===== src/rtl/ddr_cmd_exec_if.sv =====
// Bundle of the cmd_fifo pop port, DDR controller channels and user read return.
// master = executor side, slave = FIFO/controller/user side.
interface ddr_cmd_exec_if #(
    parameter int unsigned TYPE_WIDTH = 2,
    parameter int unsigned ADDR_WIDTH = 27,
    parameter int unsigned BRST_WIDTH = 6,
    parameter int unsigned DATA_WIDTH = 128,
    parameter int unsigned MASK_WIDTH = 16
);
    logic                  fifo_pop_valid;
    logic                  fifo_pop_ready;
    logic [TYPE_WIDTH-1:0] fifo_type;
    logic [ADDR_WIDTH-1:0] fifo_addr;
    logic [BRST_WIDTH-1:0] fifo_burst_cnt;
    logic [DATA_WIDTH-1:0] fifo_wt_data;
    logic [MASK_WIDTH-1:0] fifo_wt_mask;

    logic                  ddr_cmd_valid;
    logic                  ddr_cmd_ready;
    logic                  ddr_cmd_wr;
    logic [ADDR_WIDTH-1:0] ddr_cmd_addr;
    logic [BRST_WIDTH-1:0] ddr_cmd_len;

    logic                  ddr_wdata_valid;
    logic                  ddr_wdata_ready;
    logic [DATA_WIDTH-1:0] ddr_wdata;
    logic [MASK_WIDTH-1:0] ddr_wmask;
    logic                  ddr_wlast;

    logic                  ddr_rdata_valid;
    logic [DATA_WIDTH-1:0] ddr_rdata;

    logic                  rd_valid;
    logic [DATA_WIDTH-1:0] rd_data;
    logic                  rd_last;

    logic                  busy;
    logic [1:0]            err;

    modport master (
        output fifo_pop_valid,
        input  fifo_pop_ready, fifo_type, fifo_addr, fifo_burst_cnt, fifo_wt_data, fifo_wt_mask,
        output ddr_cmd_valid, ddr_cmd_wr, ddr_cmd_addr, ddr_cmd_len,
        input  ddr_cmd_ready,
        output ddr_wdata_valid, ddr_wdata, ddr_wmask, ddr_wlast,
        input  ddr_wdata_ready,
        input  ddr_rdata_valid, ddr_rdata,
        output rd_valid, rd_data, rd_last,
        output busy, err
    );

    modport slave (
        input  fifo_pop_valid,
        output fifo_pop_ready, fifo_type, fifo_addr, fifo_burst_cnt, fifo_wt_data, fifo_wt_mask,
        input  ddr_cmd_valid, ddr_cmd_wr, ddr_cmd_addr, ddr_cmd_len,
        output ddr_cmd_ready,
        input  ddr_wdata_valid, ddr_wdata, ddr_wmask, ddr_wlast,
        output ddr_wdata_ready,
        output ddr_rdata_valid, ddr_rdata,
        input  rd_valid, rd_data, rd_last,
        input  busy, err
    );
endinterface


===== src/rtl/ddr_cmd_exec.sv =====
// Pop-side executor: drains cmd_fifo entries into DDR command / write-data
// transactions and returns read bursts to the user side.
module ddr_cmd_exec #(
    parameter int unsigned TYPE_WIDTH = 2,
    parameter int unsigned ADDR_WIDTH = 27,
    parameter int unsigned BRST_WIDTH = 6,
    parameter int unsigned DATA_WIDTH = 128,
    parameter int unsigned MASK_WIDTH = 16
) (
    input  logic             clk,
    input  logic             rst,
    ddr_cmd_exec_if.master   bus
);
    localparam int unsigned BEAT_WIDTH = BRST_WIDTH + 1;
    localparam logic [TYPE_WIDTH-1:0] FIFO_IDE_TYPE = TYPE_WIDTH'(0);
    localparam logic [TYPE_WIDTH-1:0] FIFO_WT_TYPE  = TYPE_WIDTH'(1);
    localparam logic [TYPE_WIDTH-1:0] FIFO_RD_TYPE  = TYPE_WIDTH'(2);

    typedef enum logic [1:0] {ST_IDLE, ST_WT, ST_RD_CMD, ST_RD_DATA} state_t;

    state_t                r_state,     w_state;
    logic                  r_cmd_valid, w_cmd_valid;
    logic                  r_cmd_wr,    w_cmd_wr;
    logic [ADDR_WIDTH-1:0] r_cmd_addr,  w_cmd_addr;
    logic [BRST_WIDTH-1:0] r_cmd_len,   w_cmd_len;
    logic                  r_wd_valid,  w_wd_valid;
    logic [DATA_WIDTH-1:0] r_wd_data,   w_wd_data;
    logic [MASK_WIDTH-1:0] r_wd_mask,   w_wd_mask;
    logic                  r_wd_last,   w_wd_last;
    logic [BEAT_WIDTH-1:0] r_beat,      w_beat;
    logic                  r_rd_valid,  w_rd_valid;
    logic [DATA_WIDTH-1:0] r_rd_data,   w_rd_data;
    logic                  r_rd_last,   w_rd_last;
    logic [1:0]            r_err,       w_err;
    logic                  w_pop_valid;
    logic                  w_cmd_hs;
    logic                  w_wd_hs;
    logic [BEAT_WIDTH-1:0] w_len_ext;

    assign w_cmd_hs  = r_cmd_valid && bus.ddr_cmd_ready;
    assign w_wd_hs   = r_wd_valid && bus.ddr_wdata_ready;
    assign w_len_ext = BEAT_WIDTH'(r_cmd_len);

    // Next-state and next-register logic
    always_comb begin
        w_state     = r_state;
        w_cmd_valid = r_cmd_valid;
        w_cmd_wr    = r_cmd_wr;
        w_cmd_addr  = r_cmd_addr;
        w_cmd_len   = r_cmd_len;
        w_wd_valid  = r_wd_valid;
        w_wd_data   = r_wd_data;
        w_wd_mask   = r_wd_mask;
        w_wd_last   = r_wd_last;
        w_beat      = r_beat;
        w_rd_valid  = 1'b0;
        w_rd_data   = r_rd_data;
        w_rd_last   = 1'b0;
        w_err       = r_err;
        w_pop_valid = 1'b0;

        if (w_cmd_hs) w_cmd_valid = 1'b0;
        if (w_wd_hs)  w_wd_valid  = 1'b0;
        if (bus.ddr_rdata_valid && (r_state != ST_RD_DATA)) w_err[1] = 1'b1;

        case (r_state)
            ST_IDLE: begin
                w_pop_valid = 1'b1;
                if (bus.fifo_pop_ready) begin
                    if (bus.fifo_type == FIFO_WT_TYPE) begin
                        w_cmd_valid = 1'b1;
                        w_cmd_wr    = 1'b1;
                        w_cmd_addr  = bus.fifo_addr;
                        w_cmd_len   = bus.fifo_burst_cnt;
                        w_wd_valid  = 1'b1;
                        w_wd_data   = bus.fifo_wt_data;
                        w_wd_mask   = bus.fifo_wt_mask;
                        w_wd_last   = (bus.fifo_burst_cnt == '0);
                        w_beat      = BEAT_WIDTH'(1);
                        w_state     = ST_WT;
                    end else if (bus.fifo_type == FIFO_RD_TYPE) begin
                        w_cmd_valid = 1'b1;
                        w_cmd_wr    = 1'b0;
                        w_cmd_addr  = bus.fifo_addr;
                        w_cmd_len   = bus.fifo_burst_cnt;
                        w_state     = ST_RD_CMD;
                    end
                    // FIFO_IDE_TYPE and unknown types are discarded
                end
            end
            ST_WT: begin
                // Refill the single wdata slot only when it is empty or draining now
                w_pop_valid = (r_beat <= w_len_ext) && (!r_wd_valid || bus.ddr_wdata_ready);
                if (w_pop_valid && bus.fifo_pop_ready) begin
                    w_wd_valid = 1'b1;
                    w_wd_data  = bus.fifo_wt_data;
                    w_wd_mask  = bus.fifo_wt_mask;
                    w_wd_last  = (r_beat == w_len_ext);
                    w_beat     = r_beat + BEAT_WIDTH'(1);
                    if (bus.fifo_type != FIFO_WT_TYPE) w_err[0] = 1'b1;
                end
                if ((r_beat > w_len_ext) && (!r_wd_valid || bus.ddr_wdata_ready) &&
                    (!r_cmd_valid || bus.ddr_cmd_ready)) begin
                    w_state = ST_IDLE;
                end
            end
            ST_RD_CMD: begin
                if (w_cmd_hs) begin
                    w_beat  = '0;
                    w_state = ST_RD_DATA;
                end
            end
            ST_RD_DATA: begin
                if (bus.ddr_rdata_valid) begin
                    w_rd_valid = 1'b1;
                    w_rd_data  = bus.ddr_rdata;
                    w_rd_last  = (r_beat == w_len_ext);
                    w_beat     = r_beat + BEAT_WIDTH'(1);
                    if (r_beat == w_len_ext) w_state = ST_IDLE;
                end
            end
            default: w_state = ST_IDLE;
        endcase
    end

    always_ff @(posedge clk or posedge rst) begin
        if (rst) begin
            r_state     <= ST_IDLE;
            r_cmd_valid <= 1'b0;
            r_cmd_wr    <= 1'b0;
            r_cmd_addr  <= '0;
            r_cmd_len   <= '0;
            r_wd_valid  <= 1'b0;
            r_wd_data   <= '0;
            r_wd_mask   <= '0;
            r_wd_last   <= 1'b0;
            r_beat      <= '0;
            r_rd_valid  <= 1'b0;
            r_rd_data   <= '0;
            r_rd_last   <= 1'b0;
            r_err       <= '0;
        end else begin
            r_state     <= w_state;
            r_cmd_valid <= w_cmd_valid;
            r_cmd_wr    <= w_cmd_wr;
            r_cmd_addr  <= w_cmd_addr;
            r_cmd_len   <= w_cmd_len;
            r_wd_valid  <= w_wd_valid;
            r_wd_data   <= w_wd_data;
            r_wd_mask   <= w_wd_mask;
            r_wd_last   <= w_wd_last;
            r_beat      <= w_beat;
            r_rd_valid  <= w_rd_valid;
            r_rd_data   <= w_rd_data;
            r_rd_last   <= w_rd_last;
            r_err       <= w_err;
        end
    end

    // Pop request is combinational on the handshake inputs; held low in reset
    assign bus.fifo_pop_valid  = w_pop_valid && !rst;
    assign bus.ddr_cmd_valid   = r_cmd_valid;
    assign bus.ddr_cmd_wr      = r_cmd_wr;
    assign bus.ddr_cmd_addr    = r_cmd_addr;
    assign bus.ddr_cmd_len     = r_cmd_len;
    assign bus.ddr_wdata_valid = r_wd_valid;
    assign bus.ddr_wdata       = r_wd_data;
    assign bus.ddr_wmask       = r_wd_mask;
    assign bus.ddr_wlast       = r_wd_last;
    assign bus.rd_valid        = r_rd_valid;
    assign bus.rd_data         = r_rd_data;
    assign bus.rd_last         = r_rd_last;
    assign bus.busy            = (r_state != ST_IDLE);
    assign bus.err             = r_err;
endmodule


===== src/flat_wrapper.sv =====
// flat-port wrapper written by rule: the top's interface ports become plain ports
module ddr_cmd_exec_flat 
#(
    parameter int unsigned TYPE_WIDTH = 2,
    parameter int unsigned ADDR_WIDTH = 27,
    parameter int unsigned BRST_WIDTH = 6,
    parameter int unsigned DATA_WIDTH = 128,
    parameter int unsigned MASK_WIDTH = 16
)
  (clk, rst, bus_fifo_pop_valid, bus_fifo_pop_ready, bus_fifo_type, bus_fifo_addr, bus_fifo_burst_cnt, bus_fifo_wt_data, bus_fifo_wt_mask, bus_ddr_cmd_valid, bus_ddr_cmd_wr, bus_ddr_cmd_addr, bus_ddr_cmd_len, bus_ddr_cmd_ready, bus_ddr_wdata_valid, bus_ddr_wdata, bus_ddr_wmask, bus_ddr_wlast, bus_ddr_wdata_ready, bus_ddr_rdata_valid, bus_ddr_rdata, bus_rd_valid, bus_rd_data, bus_rd_last, bus_busy, bus_err);
  ddr_cmd_exec_if #(.TYPE_WIDTH(TYPE_WIDTH), .ADDR_WIDTH(ADDR_WIDTH), .BRST_WIDTH(BRST_WIDTH), .DATA_WIDTH(DATA_WIDTH), .MASK_WIDTH(MASK_WIDTH)) bus_i ();
  input  logic clk;
  input  logic rst;
  output wire logic [$bits(bus_i.fifo_pop_valid)-1:0] bus_fifo_pop_valid;
  input wire logic [$bits(bus_i.fifo_pop_ready)-1:0] bus_fifo_pop_ready;
  input wire logic [$bits(bus_i.fifo_type)-1:0] bus_fifo_type;
  input wire logic [$bits(bus_i.fifo_addr)-1:0] bus_fifo_addr;
  input wire logic [$bits(bus_i.fifo_burst_cnt)-1:0] bus_fifo_burst_cnt;
  input wire logic [$bits(bus_i.fifo_wt_data)-1:0] bus_fifo_wt_data;
  input wire logic [$bits(bus_i.fifo_wt_mask)-1:0] bus_fifo_wt_mask;
  output wire logic [$bits(bus_i.ddr_cmd_valid)-1:0] bus_ddr_cmd_valid;
  output wire logic [$bits(bus_i.ddr_cmd_wr)-1:0] bus_ddr_cmd_wr;
  output wire logic [$bits(bus_i.ddr_cmd_addr)-1:0] bus_ddr_cmd_addr;
  output wire logic [$bits(bus_i.ddr_cmd_len)-1:0] bus_ddr_cmd_len;
  input wire logic [$bits(bus_i.ddr_cmd_ready)-1:0] bus_ddr_cmd_ready;
  output wire logic [$bits(bus_i.ddr_wdata_valid)-1:0] bus_ddr_wdata_valid;
  output wire logic [$bits(bus_i.ddr_wdata)-1:0] bus_ddr_wdata;
  output wire logic [$bits(bus_i.ddr_wmask)-1:0] bus_ddr_wmask;
  output wire logic [$bits(bus_i.ddr_wlast)-1:0] bus_ddr_wlast;
  input wire logic [$bits(bus_i.ddr_wdata_ready)-1:0] bus_ddr_wdata_ready;
  input wire logic [$bits(bus_i.ddr_rdata_valid)-1:0] bus_ddr_rdata_valid;
  input wire logic [$bits(bus_i.ddr_rdata)-1:0] bus_ddr_rdata;
  output wire logic [$bits(bus_i.rd_valid)-1:0] bus_rd_valid;
  output wire logic [$bits(bus_i.rd_data)-1:0] bus_rd_data;
  output wire logic [$bits(bus_i.rd_last)-1:0] bus_rd_last;
  output wire logic [$bits(bus_i.busy)-1:0] bus_busy;
  output wire logic [$bits(bus_i.err)-1:0] bus_err;
  assign bus_fifo_pop_valid = bus_i.fifo_pop_valid;
  assign bus_i.fifo_pop_ready = bus_fifo_pop_ready;
  assign bus_i.fifo_type = bus_fifo_type;
  assign bus_i.fifo_addr = bus_fifo_addr;
  assign bus_i.fifo_burst_cnt = bus_fifo_burst_cnt;
  assign bus_i.fifo_wt_data = bus_fifo_wt_data;
  assign bus_i.fifo_wt_mask = bus_fifo_wt_mask;
  assign bus_ddr_cmd_valid = bus_i.ddr_cmd_valid;
  assign bus_ddr_cmd_wr = bus_i.ddr_cmd_wr;
  assign bus_ddr_cmd_addr = bus_i.ddr_cmd_addr;
  assign bus_ddr_cmd_len = bus_i.ddr_cmd_len;
  assign bus_i.ddr_cmd_ready = bus_ddr_cmd_ready;
  assign bus_ddr_wdata_valid = bus_i.ddr_wdata_valid;
  assign bus_ddr_wdata = bus_i.ddr_wdata;
  assign bus_ddr_wmask = bus_i.ddr_wmask;
  assign bus_ddr_wlast = bus_i.ddr_wlast;
  assign bus_i.ddr_wdata_ready = bus_ddr_wdata_ready;
  assign bus_i.ddr_rdata_valid = bus_ddr_rdata_valid;
  assign bus_i.ddr_rdata = bus_ddr_rdata;
  assign bus_rd_valid = bus_i.rd_valid;
  assign bus_rd_data = bus_i.rd_data;
  assign bus_rd_last = bus_i.rd_last;
  assign bus_busy = bus_i.busy;
  assign bus_err = bus_i.err;
  ddr_cmd_exec #(.TYPE_WIDTH(TYPE_WIDTH), .ADDR_WIDTH(ADDR_WIDTH), .BRST_WIDTH(BRST_WIDTH), .DATA_WIDTH(DATA_WIDTH), .MASK_WIDTH(MASK_WIDTH)) u_core (.clk(clk), .rst(rst), .bus(bus_i));
endmodule

===== config.mk =====
export PLATFORM = sky130hd
export DESIGN_NAME = ddr_cmd_exec_flat
export DESIGN_NICKNAME = d
export VERILOG_FILES = /design/src/rtl/ddr_cmd_exec_if.sv /design/src/rtl/ddr_cmd_exec.sv /design/src/flat_wrapper.sv
export SDC_FILE = /design/constraint.sdc
export NUM_CORES = 1
export LEC_CHECK = 0
export ABC_CLOCK_PERIOD_IN_PS = 36100
export CAP_MARGIN = 20
export CORE_AREA = 2 2 241 243
export DETAILED_ROUTE_END_ITERATION = 12
export DIE_AREA = 0 0 243 245
export HOLD_SLACK_MARGIN = 0.08
export SETUP_SLACK_MARGIN = 0.4
export SYNTH_ARGS = -nofsm -noshare
export SYNTH_HDL_FRONTEND = slang
export SYNTH_SLANG_ARGS = --single-unit

===== constraint.sdc =====
create_clock -name clk -period 36.1 [get_ports clk]
set_input_delay 10.83 -clock clk [delete_from_list [all_inputs] [get_ports clk]]
set_output_delay 10.83 -clock clk [all_outputs]
set_load 0.03 [all_outputs]

==> flow_summary.yaml <==
timing:
  fin_skew_ns: 0.0125
  timing.max_slew.rel_slack_pct: 21.3
  period_minus_slack_ns: 23.55
  period_utilization_pct: 65.2
  clock.fmax_mhz: 42.5
  finalSetupViolCount: 0
  report.final.slew_viol_count: 0
  setup_tns_ns: 0
  setup_repair_after_global_routing_missed_its_margin: "no"
  timing.final.hold_violations: 0
  tightest_pin_transition_ns: 1.18
cells_and_area:
  final_nets: 1744
  final.fill_count: 5554
  n_antenna_cell: 0
  stdcell_area_sq_um: 21100
  final_cells: 2208
  final_util_pct: 37.0
  layout.cells.most_common: "sky130_fd_sc_hd__clkdlybuf4s50_1"
  layout.cells.most_common_list: "627 x sky130_fd_sc_hd__clkdlybuf4s50_1, 322 x sky130_fd_sc_hd__dfrtp_1, 163 x sky130_fd_sc_hd__mux2_2"
  drive_gt1_share_pct: 22.5
  seq_area_sq_um: 8060
  synthesis_to_layout_area_growth_pct: 62.9
  multi_input_gate_area_in_the_final_layout_sq_um: 4490
critical_path:
  crit_required_ns: 25.27
  critPathArrivalTime_ns: 12.72
  worstSetupStartpointType: "input port"
  critPathKind: "in2out"
  critical_path_peak_fanout: 6
  worstSetupEndpointType: "output port"
synthesis:
  asyncSetResetFlopFracSynth_pct: 100
  netlist-cell-type-count: 43
  synthesis.area_per_instance_sq_um: 16.5
  mappedNetlistArea_sq_um: 13000
  synth_sequential_area_ratio_pct: 62.1
  postSynthNetCount: 1109
  postSynthRegisterBits: 322
  postSynth.topFlopCell: "sky130_fd_sc_hd__dfrtp_1"
  number_of_synthesized_flops_with_an_enable_pin: 0
  synth-warning-count: 0
  syn_inst_count: 787
cts:
  clock_insertion_delay_worst_skew_ns: 0.53
  tritoncts.num_buffers: 39
  tritoncts: "built"
  clock_path_buffers: 3
  clkSinkCount: 322
  clock_pin_slew_on_the_worst_setup_and_hold_paths_ns: 0.05
  ctsHoldBuffers: 0
  post_cts.repair.setup_buffers: 0
  cts-htree-levels: 2
  clock-root-buffer: "sky130_fd_sc_hd__clkbuf_16"
  resized_after_cts: 0
floorplanning:
  floorplan.die.width_microns: 243
  placeableCoreArea_sq_um: 57000
  placement_rows: 88
  die_area_sq_um: 59500
  ioPinCount: 628
  start_util_pct: 22.7
  floorplan.die.height_microns: 245
power_and_ir_drop:
  p_int_mw: 0.618
  p_comb_share_pct: 5.6
  irDropWorstVdd_mv: 0.0317
  cellPowerDensity_nw_per_um2: 36.8
  total_power_mw: 0.778
  lkg_pwr_nw: 9.87
  power.sequential.fraction_pct: 46.4
  p_sw_mw: 0.160
  power.share.clock_pct: 48.0
  power_switching_share_pct: 20.6
route:
  detailroute.via_count: 9010
  drt-vias-per-instance: 4.08
  total_detailed_routing_wirelength_mm: 39.5
  drtAntennaViolNets: 0
  wl_per_cell_microns: 17.9
  route.detailed.drc: 0
  detailedRoute.firstPassIterationCount: 4
  starting_drc_count_in_detailed_routing: 243
grt:
  grt_max_degree: 156
  global_route_wire_length_before_repair_mm: 59.6
  grt_overflow: 0
  grt_antenna_before_repair: 1
  global_route_usage_over_all_layers_pct: 12.8
  vias_in_the_first_global_route: 9843
placement:
  post-dp-hpwl_mm: 29.2
  dpl_cell_area_sq_um: 19900
  numPlacedInstances: 2145
  port_buffers: 627
  routabilityCongestion: 0.789
status:
  run_status: "completed"
hold_path:
  hold_class: "reg2reg"
run:
  cap_viol_max_count: 0
## cell type report
cell class,instances,area share (%)
clock buffer,57,5.28
clock inverter,5,0.355
inverter,15,0.302
multi-input combinational,411,21.3
sequential,322,38.1
tap,765,4.53
timing repair buffer,633,30.1
## final timing paths
| path | startpoint | to | slack (ns) | cells after the start |
|---|---|---|---|---|
| max in group asynchronous | rst | u_core.bus.ddr_wdata[46] | 23.79 | 3 |
| min in group asynchronous | rst | u_core.bus.ddr_wdata[3] | 10.93 | 2 |
| worst max-delay path | bus_ddr_wdata_ready | bus_fifo_pop_valid | 12.55 | 5 |
| worst max register to register | u_core.r_beat[5] | u_core.bus.ddr_wdata[19] | 32.36 | 7 |
| worst min register to register | u_core.bus.err[1] | u_core.bus.err[1] | 0.47 | 1 |
| worst min-delay path | u_core.bus.err[1] | u_core.bus.err[1] | 0.47 | 1 |
## metal layers
metal | part of all wire [%] | vias to the layer above | GRT usage (%)
li1 | - | 4041 | -
met3 | 7.5 | 69 | 3.97
met4 | 3.0 | 2 | 4.78
met1 | 38 | 4531 | 14.6
met5 | 0.033 | - | 0
met2 | 51 | 367 | 22.3
## logic make-up (layout without fill, tap and decap cells)
kind of cell	after synthesis	count (layout)	share of synthesized area (%)
AOI/OAI and AO/OA	35	35	2.08
muxes	302	302	29.1
buffers and inverters	54	710	3.34
DFF	322	322	62.1
adders and majority gates	9	9	0.868
and+or+nand+nor	65	65	2.48
## state kept, by name, indices dropped and copies added (netlist names), 2 cells and up
signal                   cells
u_core.bus.ddr_wdata       128
u_core.bus.rd_data         128
u_core.bus.ddr_cmd_addr     27
u_core.bus.ddr_wmask        16
u_core.r_beat                7
u_core.bus.ddr_cmd_len       6
u_core.bus.err               2
u_core.r_state               2
## cell usage after synthesis (2+ instances only)
cell type,instances,share of area (%)
sky130_fd_sc_hd__buf_6,5,0.43
sky130_fd_sc_hd__nand3_1,7,0.27
sky130_fd_sc_hd__and3_1,7,0.34
sky130_fd_sc_hd__a21boi_0,2,0.12
sky130_fd_sc_hd__mux2_4,100,12
sky130_fd_sc_hd__buf_12,11,1.7
sky130_fd_sc_hd__o21ai_0,8,0.31
sky130_fd_sc_hd__ha_1,9,0.87
sky130_fd_sc_hd__a211oi_1,2,0.12
sky130_fd_sc_hd__nand3b_1,2,0.12
sky130_fd_sc_hd__inv_1,15,0.43
sky130_fd_sc_hd__nor2_1,12,0.35
sky130_fd_sc_hd__buf_1,6,0.17
sky130_fd_sc_hd__nand4_1,5,0.24
sky130_fd_sc_hd__a21o_1,3,0.17
sky130_fd_sc_hd__a21oi_1,5,0.19
sky130_fd_sc_hd__nand2b_1,2,0.096
sky130_fd_sc_hd__mux2_2,163,14
sky130_fd_sc_hd__clkbuf_1,6,0.17
sky130_fd_sc_hd__nand2_1,23,0.67
sky130_fd_sc_hd__o2bb2ai_1,3,0.20
sky130_fd_sc_hd__mux2_1,39,3.4
sky130_fd_sc_hd__buf_2,11,0.42
sky130_fd_sc_hd__dfrtp_1,322,62
## critical path, cell delays in order
cell	delay, ns
sky130_fd_sc_hd__clkdlybuf4s50_1	0.46
sky130_fd_sc_hd__nand2b_1	0.27
sky130_fd_sc_hd__nand2_1	0.15
sky130_fd_sc_hd__a211oi_1	0.28
sky130_fd_sc_hd__clkdlybuf4s50_1	0.73
## stage by stage
| stage | setup WS, ns | hold WS, ns |
|---|---|---|
| after detailed placement | 12.57 | 0.465 |
| after floorplan | 13.39 | 0.514 |
| after global routing | 12.42 | 0.499 |
| final | 12.55 | 0.472 |
| after CTS | 12.54 | 0.486 |
| after global placement | 12.55 | 0.444 |
## power by group through the flow
stage / registers (mW) / logic (mW) / clock network (mW)
after floorplan: 0.368 / 0.00629 / 0
after global placement: 0.368 / 0.0439 / 0
after detailed placement: 0.368 / 0.0445 / 0
after CTS: 0.361 / 0.0448 / 0.388
after global routing: 0.361 / 0.0474 / 0.403
final: 0.361 / 0.0437 / 0.373
Power figures use the tool's default switching activity.
